## src/rtl/rf_wb_arbiter_pkg.sv

```systemverilog
// Shared types for the register-file writeback arbiter: widths, the queued entry and tag-age helper.
// Pure definitions; no timing or flow-control behaviour lives here.
package rf_wb_arbiter_pkg;

    localparam int XLEN       = 32;
    localparam int REG_ADDR_W = 5;
    localparam int NUM_REGS   = 32;
    localparam int TAG_W      = 3;

    typedef logic [REG_ADDR_W-1:0] reg_addr_t;
    typedef logic [TAG_W-1:0]      tag_t;

    typedef struct packed {
        reg_addr_t       addr;
        logic [XLEN-1:0] data;
        tag_t            tag;
    } wb_entry_t;

    // Age is the distance behind the next tag to be issued; fewer than 8 entries are ever live.
    function automatic logic tag_older(input tag_t a, input tag_t b, input tag_t next_tag);
        tag_t age_a;
        tag_t age_b;
        age_a = next_tag - a;
        age_b = next_tag - b;
        return age_a > age_b;
    endfunction

endpackage

```

## src/rtl/wb_fifo.sv

```systemverilog
// Per-requester writeback queue: push visible at the head one cycle later, same-cycle push+pop legal.
// No internal backpressure; the owner must not push when count == DEPTH or pop when empty.
module wb_fifo
    import rf_wb_arbiter_pkg::*;
#(
    parameter int  DEPTH = 2,
    localparam int CNT_W = $clog2(DEPTH + 1),
    localparam int PTR_W = $clog2(DEPTH)
) (
    input  logic                  clk,
    input  logic                  rst,
    input  logic                  push,
    input  wb_entry_t             push_entry,
    input  logic                  pop,
    output wb_entry_t             head,
    output logic                  head_vld,
    output logic [CNT_W-1:0]      count,
    output reg_addr_t [DEPTH-1:0] entry_addr,
    output logic [DEPTH-1:0]      entry_vld
);

    wb_entry_t [DEPTH-1:0] mem;
    logic [PTR_W-1:0]      rd_ptr;
    logic [PTR_W-1:0]      wr_ptr;

    function automatic logic [PTR_W-1:0] ptr_inc(input logic [PTR_W-1:0] p);
        return (p == PTR_W'(DEPTH - 1)) ? '0 : p + PTR_W'(1);
    endfunction

    always_ff @(posedge clk) begin
        if (rst) begin
            rd_ptr    <= '0;
            wr_ptr    <= '0;
            count     <= '0;
            entry_vld <= '0;
        end else begin
            if (push) begin
                mem[wr_ptr]       <= push_entry;
                entry_vld[wr_ptr] <= 1'b1;
                wr_ptr            <= ptr_inc(wr_ptr);
            end
            // Push and pop never target the same slot: that needs an empty pop or a full push.
            if (pop) begin
                entry_vld[rd_ptr] <= 1'b0;
                rd_ptr            <= ptr_inc(rd_ptr);
            end
            case ({push, pop})
                2'b10:   count <= count + CNT_W'(1);
                2'b01:   count <= count - CNT_W'(1);
                default: count <= count;
            endcase
        end
    end

    always_comb begin
        head     = mem[rd_ptr];
        head_vld = (count != '0);
        for (int i = 0; i < DEPTH; i++) begin
            entry_addr[i] = mem[i].addr;
        end
    end

endmodule

```

## src/rtl/rf_wb_arbiter.sv

```systemverilog
// Merges two writeback streams onto one register-file write port; accept->write is 2 cycles uncontended.
// Each requester sees ready while its queue has room; same-register writes leave in program order.
module rf_wb_arbiter
    import rf_wb_arbiter_pkg::*;
#(
    parameter int DEPTH = 2
) (
    input  logic                  clk,
    input  logic                  rst,
    input  logic                  wb0Valid,
    output logic                  wb0Ready,
    input  logic [REG_ADDR_W-1:0] wb0Addr,
    input  logic [XLEN-1:0]       wb0Data,
    input  logic                  wb1Valid,
    output logic                  wb1Ready,
    input  logic [REG_ADDR_W-1:0] wb1Addr,
    input  logic [XLEN-1:0]       wb1Data,
    output logic                  write,
    output logic [REG_ADDR_W-1:0] addrWrite,
    output logic [XLEN-1:0]       dataWrite,
    output logic [NUM_REGS-1:0]   pending
);

    localparam int CNT_W = $clog2(DEPTH + 1);

    logic [1:0]                   rdy;
    logic [1:0]                   enq;
    logic [1:0]                   pop;
    logic [1:0]                   head_vld;
    wb_entry_t [1:0]              head;
    wb_entry_t [1:0]              push_entry;
    logic [1:0][CNT_W-1:0]        count;
    reg_addr_t [1:0][DEPTH-1:0]   entry_addr;
    logic [1:0][DEPTH-1:0]        entry_vld;
    tag_t                         tag_cnt;
    logic                         rr_ptr;
    logic                         rr_next;

    always_comb begin
        rdy[0]   = (count[0] < CNT_W'(DEPTH));
        rdy[1]   = (count[1] < CNT_W'(DEPTH));
        wb0Ready = rdy[0];
        wb1Ready = rdy[1];
        // Writes to x0 are swallowed at acceptance and never occupy a slot or a tag.
        enq[0]   = wb0Valid && rdy[0] && (wb0Addr != '0);
        enq[1]   = wb1Valid && rdy[1] && (wb1Addr != '0);
        push_entry[1] = '{addr: wb1Addr, data: wb1Data, tag: tag_cnt};
        push_entry[0] = '{addr: wb0Addr, data: wb0Data, tag: tag_cnt + tag_t'(enq[1])};
    end

    for (genvar n = 0; n < 2; n++) begin : g_queue
        wb_fifo #(.DEPTH(DEPTH)) u_fifo (
            .clk        (clk),
            .rst        (rst),
            .push       (enq[n]),
            .push_entry (push_entry[n]),
            .pop        (pop[n]),
            .head       (head[n]),
            .head_vld   (head_vld[n]),
            .count      (count[n]),
            .entry_addr (entry_addr[n]),
            .entry_vld  (entry_vld[n])
        );
    end

    always_comb begin
        pop     = head_vld;
        rr_next = rr_ptr;
        if (head_vld[0] && head_vld[1]) begin
            if (head[0].addr == head[1].addr) begin
                pop = tag_older(head[1].tag, head[0].tag, tag_cnt) ? 2'b10 : 2'b01;
            end else begin
                pop     = rr_ptr ? 2'b10 : 2'b01;
                rr_next = ~rr_ptr;
            end
        end
    end

    always_ff @(posedge clk) begin
        if (rst) begin
            write     <= 1'b0;
            addrWrite <= '0;
            dataWrite <= '0;
            rr_ptr    <= 1'b0;
            tag_cnt   <= '0;
        end else begin
            write   <= |pop;
            rr_ptr  <= rr_next;
            tag_cnt <= tag_cnt + tag_t'(enq[0]) + tag_t'(enq[1]);
            if (pop[1]) begin
                addrWrite <= head[1].addr;
                dataWrite <= head[1].data;
            end else if (pop[0]) begin
                addrWrite <= head[0].addr;
                dataWrite <= head[0].data;
            end
        end
    end

    always_comb begin
        pending = '0;
        for (int n = 0; n < 2; n++) begin
            for (int i = 0; i < DEPTH; i++) begin
                if (entry_vld[n][i]) begin
                    pending[entry_addr[n][i]] = 1'b1;
                end
            end
        end
        if (write) begin
            pending[addrWrite] = 1'b1;
        end
        pending[0] = 1'b0;
    end

endmodule

```

## config.mk

```make
export PLATFORM = sky130hd
export DESIGN_NAME = rf_wb_arbiter
export DESIGN_NICKNAME = d
export VERILOG_FILES = /design/src/rtl/rf_wb_arbiter_pkg.sv /design/src/rtl/wb_fifo.sv /design/src/rtl/rf_wb_arbiter.sv
export SDC_FILE = /design/constraint.sdc
export NUM_CORES = 1
export LEC_CHECK = 0
export CORE_ASPECT_RATIO = 0.9
export CORE_MARGIN = 5
export CORE_UTILIZATION = 61
export CTS_BUF_LIST = sky130_fd_sc_hd__clkbuf_8
export CTS_CLUSTER_SIZE = 20
export DETAILED_ROUTE_END_ITERATION = 6
export PLACE_DENSITY_LB_ADDON = 0.3
export SYNTH_ARGS = -nofsm -noshare
export SYNTH_HDL_FRONTEND = slang
export SYNTH_SLANG_ARGS = --single-unit
```

## constraint.sdc

```tcl
create_clock -name clk -period 8.4 [get_ports clk]
set_input_delay 1.26 -clock clk [delete_from_list [all_inputs] [get_ports clk]]
set_output_delay 1.26 -clock clk [all_outputs]
set_load 0.01 [all_outputs]
```

==> impl_metrics.toml <==
[grt]
grt_overflow = 0
grt_pass1_vias = 8104
grt_max_degree = 59
grt_usage_pct = 27.42
grt_pass1_wl_mm = 42.50
antenna_found_initial = 0

[sta]
setup_viol = 0
tns_ns = 0
fmax_ghz = 0.1998
fin_crit_ns = 5.006
worst_hold_slack_ns = 0.5235
worst_pin_slew_ns = 1.226
slew_viol_final = 0
rsz0062_at_grt = "false"
finalHoldViolCount = 0
final.period_utilization_pct = 59.59
setup_slack_ns = 3.394
slew_headroom_pct = 18.29
fin_skew_ns = 0.01739

[placement]
dp.cells = 1171
dp_slack_ns = 3.448
portBuffers = 148
gp_congestion = 0.8787
dp_hpwl_mm = 18.22
dpl_cell_area_sq_um = 11750

[worst_setup_path]
start_kind = "register"
critical_path_peak_fanout = 23
critPathBufInv = 2
setup.worst_path.start = "g_queue[1].u_fifo.rd_ptr$_SDFFE_PP0N_"
critPathCaptureType = "register"
path_class = "reg -> reg"
cp_top_family = "simple AND/OR/NAND/NOR gates"
worstPathRequired_ns = 8.86
crit_chain = "buf_4 > mux2_2 > ha_1 > inv_1 > fa_1 > ha_1 > nor2b_1 > o21a_1 > o211a_1 > and3_1 > nor3_1 > ha_1 > or3_1 > a21oi_1"
slowest_delay_ns = 0.82
path_common_cell = "ha_1"
regToRegStartpoint = "g_queue[1].u_fifo.rd_ptr$_SDFFE_PP0N_"
critPathSlowestCell = "dfxtp_2"
cp.arrival_ns = 5.46

[logic_synthesis]
syn-num-nets = 958
synth_async_sr_flop_share_pct = 0
synth_top_area_cell = "edfxtp_1"
ys_top_cells_by_area = "edfxtp_1 (47%), dfxtp_1 (11%), mux2_2 (4.9%), nor2_1 (3.6%), mux2i_1 (3.2%)"
yosys.area_share.simple_pct = 14.74
syn_avg_cell_area_sq_um = 11.76
syn_area_sq_um = 10190
synth_mux_area_share_pct = 8.505
yosys_most_used_dff = "edfxtp_1"
synthCells = 867
ys_warn_count = 0
synth_top_family_by_area = "simple AND/OR/NAND/NOR gates"
yosysUniqueCellTypes = 53
synth-xor-area-share_pct = 1.546
synth_compound_area_share_pct = 12.59
synth_top_area_share_pct = 47.13
synth_seq_cells = 214
synth-edff-count = 160
synthAdderAreaFrac_pct = 1.816
synth_seq_area_share_pct = 57.73

[clock_tree]
cts_hold_buf = 0
cts_buffers = 34
clock_latency_ns = 0.53
clock_sinks = 214
cts_root_buf = "clkbuf_8"
cts_tree = "done"
postCtsSetupBuffers = 0
cts_resized = 0
cts.reportedPaths.clkPinSlew_ns = 0.07
cts_buffer_depth = 3
htree_num_levels = 2

[routing]
postRouteAntennaNets = 0
drcViolationCount = 0
drt_iter0_drc = 692
via_per_inst = 6.396
drtPass1Iterations = 6
vias = 7873
wl_per_cell_um = 22.41
wl_mm = 27.59

[layout]
finish.utilization_pct = 75.98
stdcell_count = 1231
final_layout_size_suffix_gt1_share_pct = 13.28
fin_nets = 1091
final.fill_count = 1044
final_design_area_no_fill_sq_um = 12380
antennaDiodeCount = 0
syn2layout_area_growth_pct = 21.44

[power]
p_seq_share_pct = 41.8
p_leak_nw = 4.146
p_sw_mw = 1.254
ir_worst_vdd_v = 0.0002238
swShare_pct = 35.05
internal-power_mw = 2.323
power.share.combinational_pct = 35.2
power_density_nw_per_um2 = 288.9
pwr-share-clk_pct = 23.0
totalPowerFinal_mw = 3.577

[floorplanning]
die_w_um = 146.3
dieArea_sq_um = 19400
pin_count = 150
fp.dieH_um = 132.6
start_util_pct = 62.56
coreArea_sq_um = 16300
row_count = 44

[outcome]
status = "finished, final reports clean"

[hold_path]
hold_start = "g_queue[0].u_fifo.count[1]$_SDFFE_PP0P_"
hp-class = "reg -> reg"

[run]
drv_cap = 0
## worst paths after layout
path / cells after the start / slack [ns] / endpoint
setup / recovery: 14 / 3.39 / g_queue[0].u_fifo.count[1]$_SDFFE_PP0P_
hold / removal: 2 / 0.52 / g_queue[0].u_fifo.count[1]$_SDFFE_PP0P_
setup reg to reg: 14 / 3.39 / g_queue[0].u_fifo.count[1]$_SDFFE_PP0P_
hold reg to reg: 2 / 0.52 / g_queue[0].u_fifo.count[1]$_SDFFE_PP0P_
## cells in the mapped netlist, types with 4 or more instances
| cell | number |
|---|---|
| a21o_1 | 5 |
| ha_1 | 10 |
| o21ai_0 | 37 |
| or3b_2 | 5 |
| buf_2 | 13 |
| a21oi_1 | 20 |
| a22oi_1 | 30 |
| mux2_2 | 44 |
| nor3b_1 | 22 |
| xor2_1 | 8 |
| nand3b_1 | 21 |
| inv_1 | 10 |
| nor3_1 | 8 |
| o221ai_1 | 16 |
| nand3_1 | 48 |
| o22ai_1 | 16 |
| a311oi_2 | 10 |
| or2_2 | 9 |
| nor2_1 | 97 |
| and3_1 | 6 |
| xnor2_1 | 10 |
| clkbuf_1 | 41 |
| a31oi_1 | 27 |
| a211oi_1 | 6 |
| or3_1 | 24 |
| dfxtp_1 | 54 |
| nand2_1 | 35 |
| and3b_1 | 5 |
| edfxtp_1 | 160 |
| mux2i_1 | 33 |
| o211ai_1 | 4 |
## power groups by stage
stage	clock network (mW)	logic (mW)	registers, mW
2_1_floorplan	0	0.832	1.46
3_5_place_dp	0	1.24	1.51
4_1_cts	0.835	1.25	1.49
6_report	0.824	1.26	1.50
5_1_grt	0.884	1.36	1.51
3_3_place_gp	0	1.19	1.50
## flip-flops by register name, indices dropped and copies added (netlist names)
register	count
g_queue.u_fifo.mem	140
dataWrite	32
g_queue.u_fifo.entry_addr	20
addrWrite	5
g_queue.u_fifo.count	4
g_queue.u_fifo.entry_vld	4
tag_cnt	3
g_queue.u_fifo.rd_ptr	2
g_queue.u_fifo.wr_ptr	2
rr_ptr	1
write	1
## cell type report
| type | count | area [sq um] | share of cell area, % |
|---|---|---|---|
| Clock buffer | 39 | 536.8 | 4.336 |
| Clock inverter | 21 | 92.59 | 0.7479 |
| Inverter | 10 | 37.54 | 0.3032 |
| Multi-Input combinational cell | 583 | 4023 | 32.49 |
| Sequential cell | 214 | 5888 | 47.56 |
| Tap cell | 207 | 259.0 | 2.092 |
| Timing Repair Buffer | 157 | 1544 | 12.47 |
## cell usage in the layout (no fill, tap or decap), types with 8 or more instances in the layout
cell type          n
clkdlybuf4s50_1  147
or2_2              9
a31oi_1           27
buf_4              9
clkbuf_8          39
edfxtp_1         160
mux2_2            44
nor2_1            96
inv_1             24
mux2i_1           33
o22ai_1           16
a311oi_2          10
o21ai_0           37
nand3_1           48
a21oi_1           20
nand2_1           35
o221ai_1          16
xnor2_1           10
ha_1              10
dfxtp_1           52
nand3b_1          21
nor3b_1           20
xor2_1             8
a22oi_1           30
or3_1             24
## cells by family (layout without fill, tap and decap cells)
logic type / Yosys count / after routing
compound gates: 181 / 181
xor+xnor: 18 / 18
fa+ha+maj: 13 / 13
buf+inv: 70 / 227
flops: 214 / 214
mux: 80 / 80
other cells: 1 / 1
simple gates: 290 / 290
## worst register-to-register path: stages, from the launching register on
cell and delay, ns:
dfxtp_2 0.82, buf_4 0.47, mux2_2 0.39, ha_1 0.18
inv_1 0.06, fa_1 0.41, ha_1 0.31, nor2b_1 0.14
o21a_1 0.13, o211a_1 0.21, and3_1 0.75, nor3_1 0.15
ha_1 0.38, or3_1 0.39, a21oi_1 0.14
## layer usage
metal,share of wire [%],up-vias,track usage (%)
li1,-,3565,-
met1,40,3805,35.13
met2,49,434,45.54
met3,8.0,69,5.951
met4,3.0,0,11.49
met5,0,-,0
No activity file was read; power rests on OpenSTA's default activity.
==> edit, RTL diff (config.mk and constraints unchanged) <==
Set the package constant `XLEN` to 24 (it was 32).
--- a/src/rtl/rf_wb_arbiter_pkg.sv
+++ b/src/rtl/rf_wb_arbiter_pkg.sv
@@ -4,3 +4,3 @@
 
-    localparam int XLEN       = 32;
+    localparam int XLEN       = 24;
     localparam int REG_ADDR_W = 5;
Ports: changed (resized dataWrite, wb0Data and wb1Data); port bits go from 150 to 126. The function was not compared with the original's and may differ.
==> edit against the unedited design <==
  * Sequential power fell by 16%
  * Setup slack improved by 0.24 ns
  * Critical endpoint is now g_queue[1].u_fifo.count[1]$_SDFFE_PP0P_
  * Combinational power fell by 16%
  * Count of clock-buffer cells in the layout fell by 22
  * Cell count fell by 19%
  * Power fell by 19%
  * Largest power group unchanged
  * Hold slack got worse by 0.010 ns
  * Routed wire length fell by 16%
  * Highest routed layer unchanged
  * Area after synthesis fell by 18%
  * Global-route usage rose by 1.4 points
  * Cell area fell by 19%
  * Sequential cell count fell by 40
==> edit: results (changes against the unedited design) <==
run status: completed
wire length on met1: 8980 microns (-18%)
Max VDD drop: 0.000209 V (-6.5%)
GR Layer Usage met1: 38.3% (+3.1 points)
Max Fanout on Critical Path: 35 (+52%)
WL final: 23100 microns (-16%)
synth top area cells: edfxtp_1 (46%), dfxtp_1 (11%), mux2i_1 (7.4%)
final non-filler cell total: 997 (-19%)
CP peak stage delay: 1.07 ns (+0.25 ns)
Leak: 3.31 nW (-20%)
WP data arrival: 5.15 ns (-0.31 ns)
Slew Limit Headroom: 20.3% (+2.0 points)
P_sw: 1.06 mW (-16%)
Detailed Place HPWL: 16200 microns (-11%)
power per standard cell area: 287 mW/mm^2 (-0.70%)
Worst path top cell family by delay: adder cells
max reg flops: 108 (-23%)
met2 Use GR: 46.6% (+1.1 points)
Worst-Skew Late Latency: 0.46 ns (-0.07 ns)
synth cell count leaders: edfxtp_1 (128), mux2i_1 (62), nor2_1 (48)
mean post-synth cell area: 11.8 sq um (about the same)
Clock power frac: 20.0% (-3.0 points)
metal2 WL: 10900 microns (-19%)
Fillers: 831 (-20%)
Initial DRC Count: 848 (+23%)
largest net degree at the start of global routing: 43 (-27%)
dpl cells: 965 (-18%)
DR vias: 6693 (-15%)
number of synthesized flops with an enable pin: 128 (-20%)
pre-CTS WS: 3.65 ns (+0.198 ns)
M3 GR Usage: 8.25% (+2.3 points)
-- edit: cell types whose count changed after synthesis, sizes merged, moves of 11 or more --
cell    delta
nor2      -50
mux2      -42
edfxtp    -32
a31oi     -27
mux2i     +26
clkbuf    -21
nand3     -21
or3       -20
a311oi    +13
a21oi     +11
-- edit: final cells by class --
type | instances | area [sq um] | area share, %
sequential | 174 | 4770 | 47.3
multi-input combinational | 478 | 3360 | 33.3
timing repair buffer | 133 | 1310 | 13.0
clock buffer | 17 | 234 | 2.32
tap | 168 | 210 | 2.08
clock inverter | 15 | 160 | 1.59
inverter | 12 | 45.0 | 0.447
-- edit: cell families after synthesis --
logic type | share of synthesized area (%)
compound gates | 15.1
xor+xnor | 1.88
fa+ha+maj | 2.21
buf+inv | 3.20
flops | 56.9
mux | 7.68
other cells | 0.0448
simple gates | 12.9
-- edit: how the worst min path moves through the flow --
| stage | from | end | slack, ns |
|---|---|---|---|
| after floorplan | g_queue[0].u_fifo.count[1]$_SDFFE_PP0P_ | g_queue[0].u_fifo.count[1]$_SDFFE_PP0P_ | 0.47 |
| after global placement | g_queue[0].u_fifo.count[1]$_SDFFE_PP0P_ | g_queue[0].u_fifo.count[1]$_SDFFE_PP0P_ | 0.48 |
| after detailed placement | dataWrite[17]$_SDFFE_PP0P_ | dataWrite[17]$_SDFFE_PP0P_ | 0.49 |
| after CTS | dataWrite[1]$_SDFFE_PP0P_ | dataWrite[1]$_SDFFE_PP0P_ | 0.51 |
| after global routing | dataWrite[2]$_SDFFE_PP0P_ | dataWrite[2]$_SDFFE_PP0P_ | 0.53 |
| final | dataWrite[1]$_SDFFE_PP0P_ | dataWrite[1]$_SDFFE_PP0P_ | 0.51 |
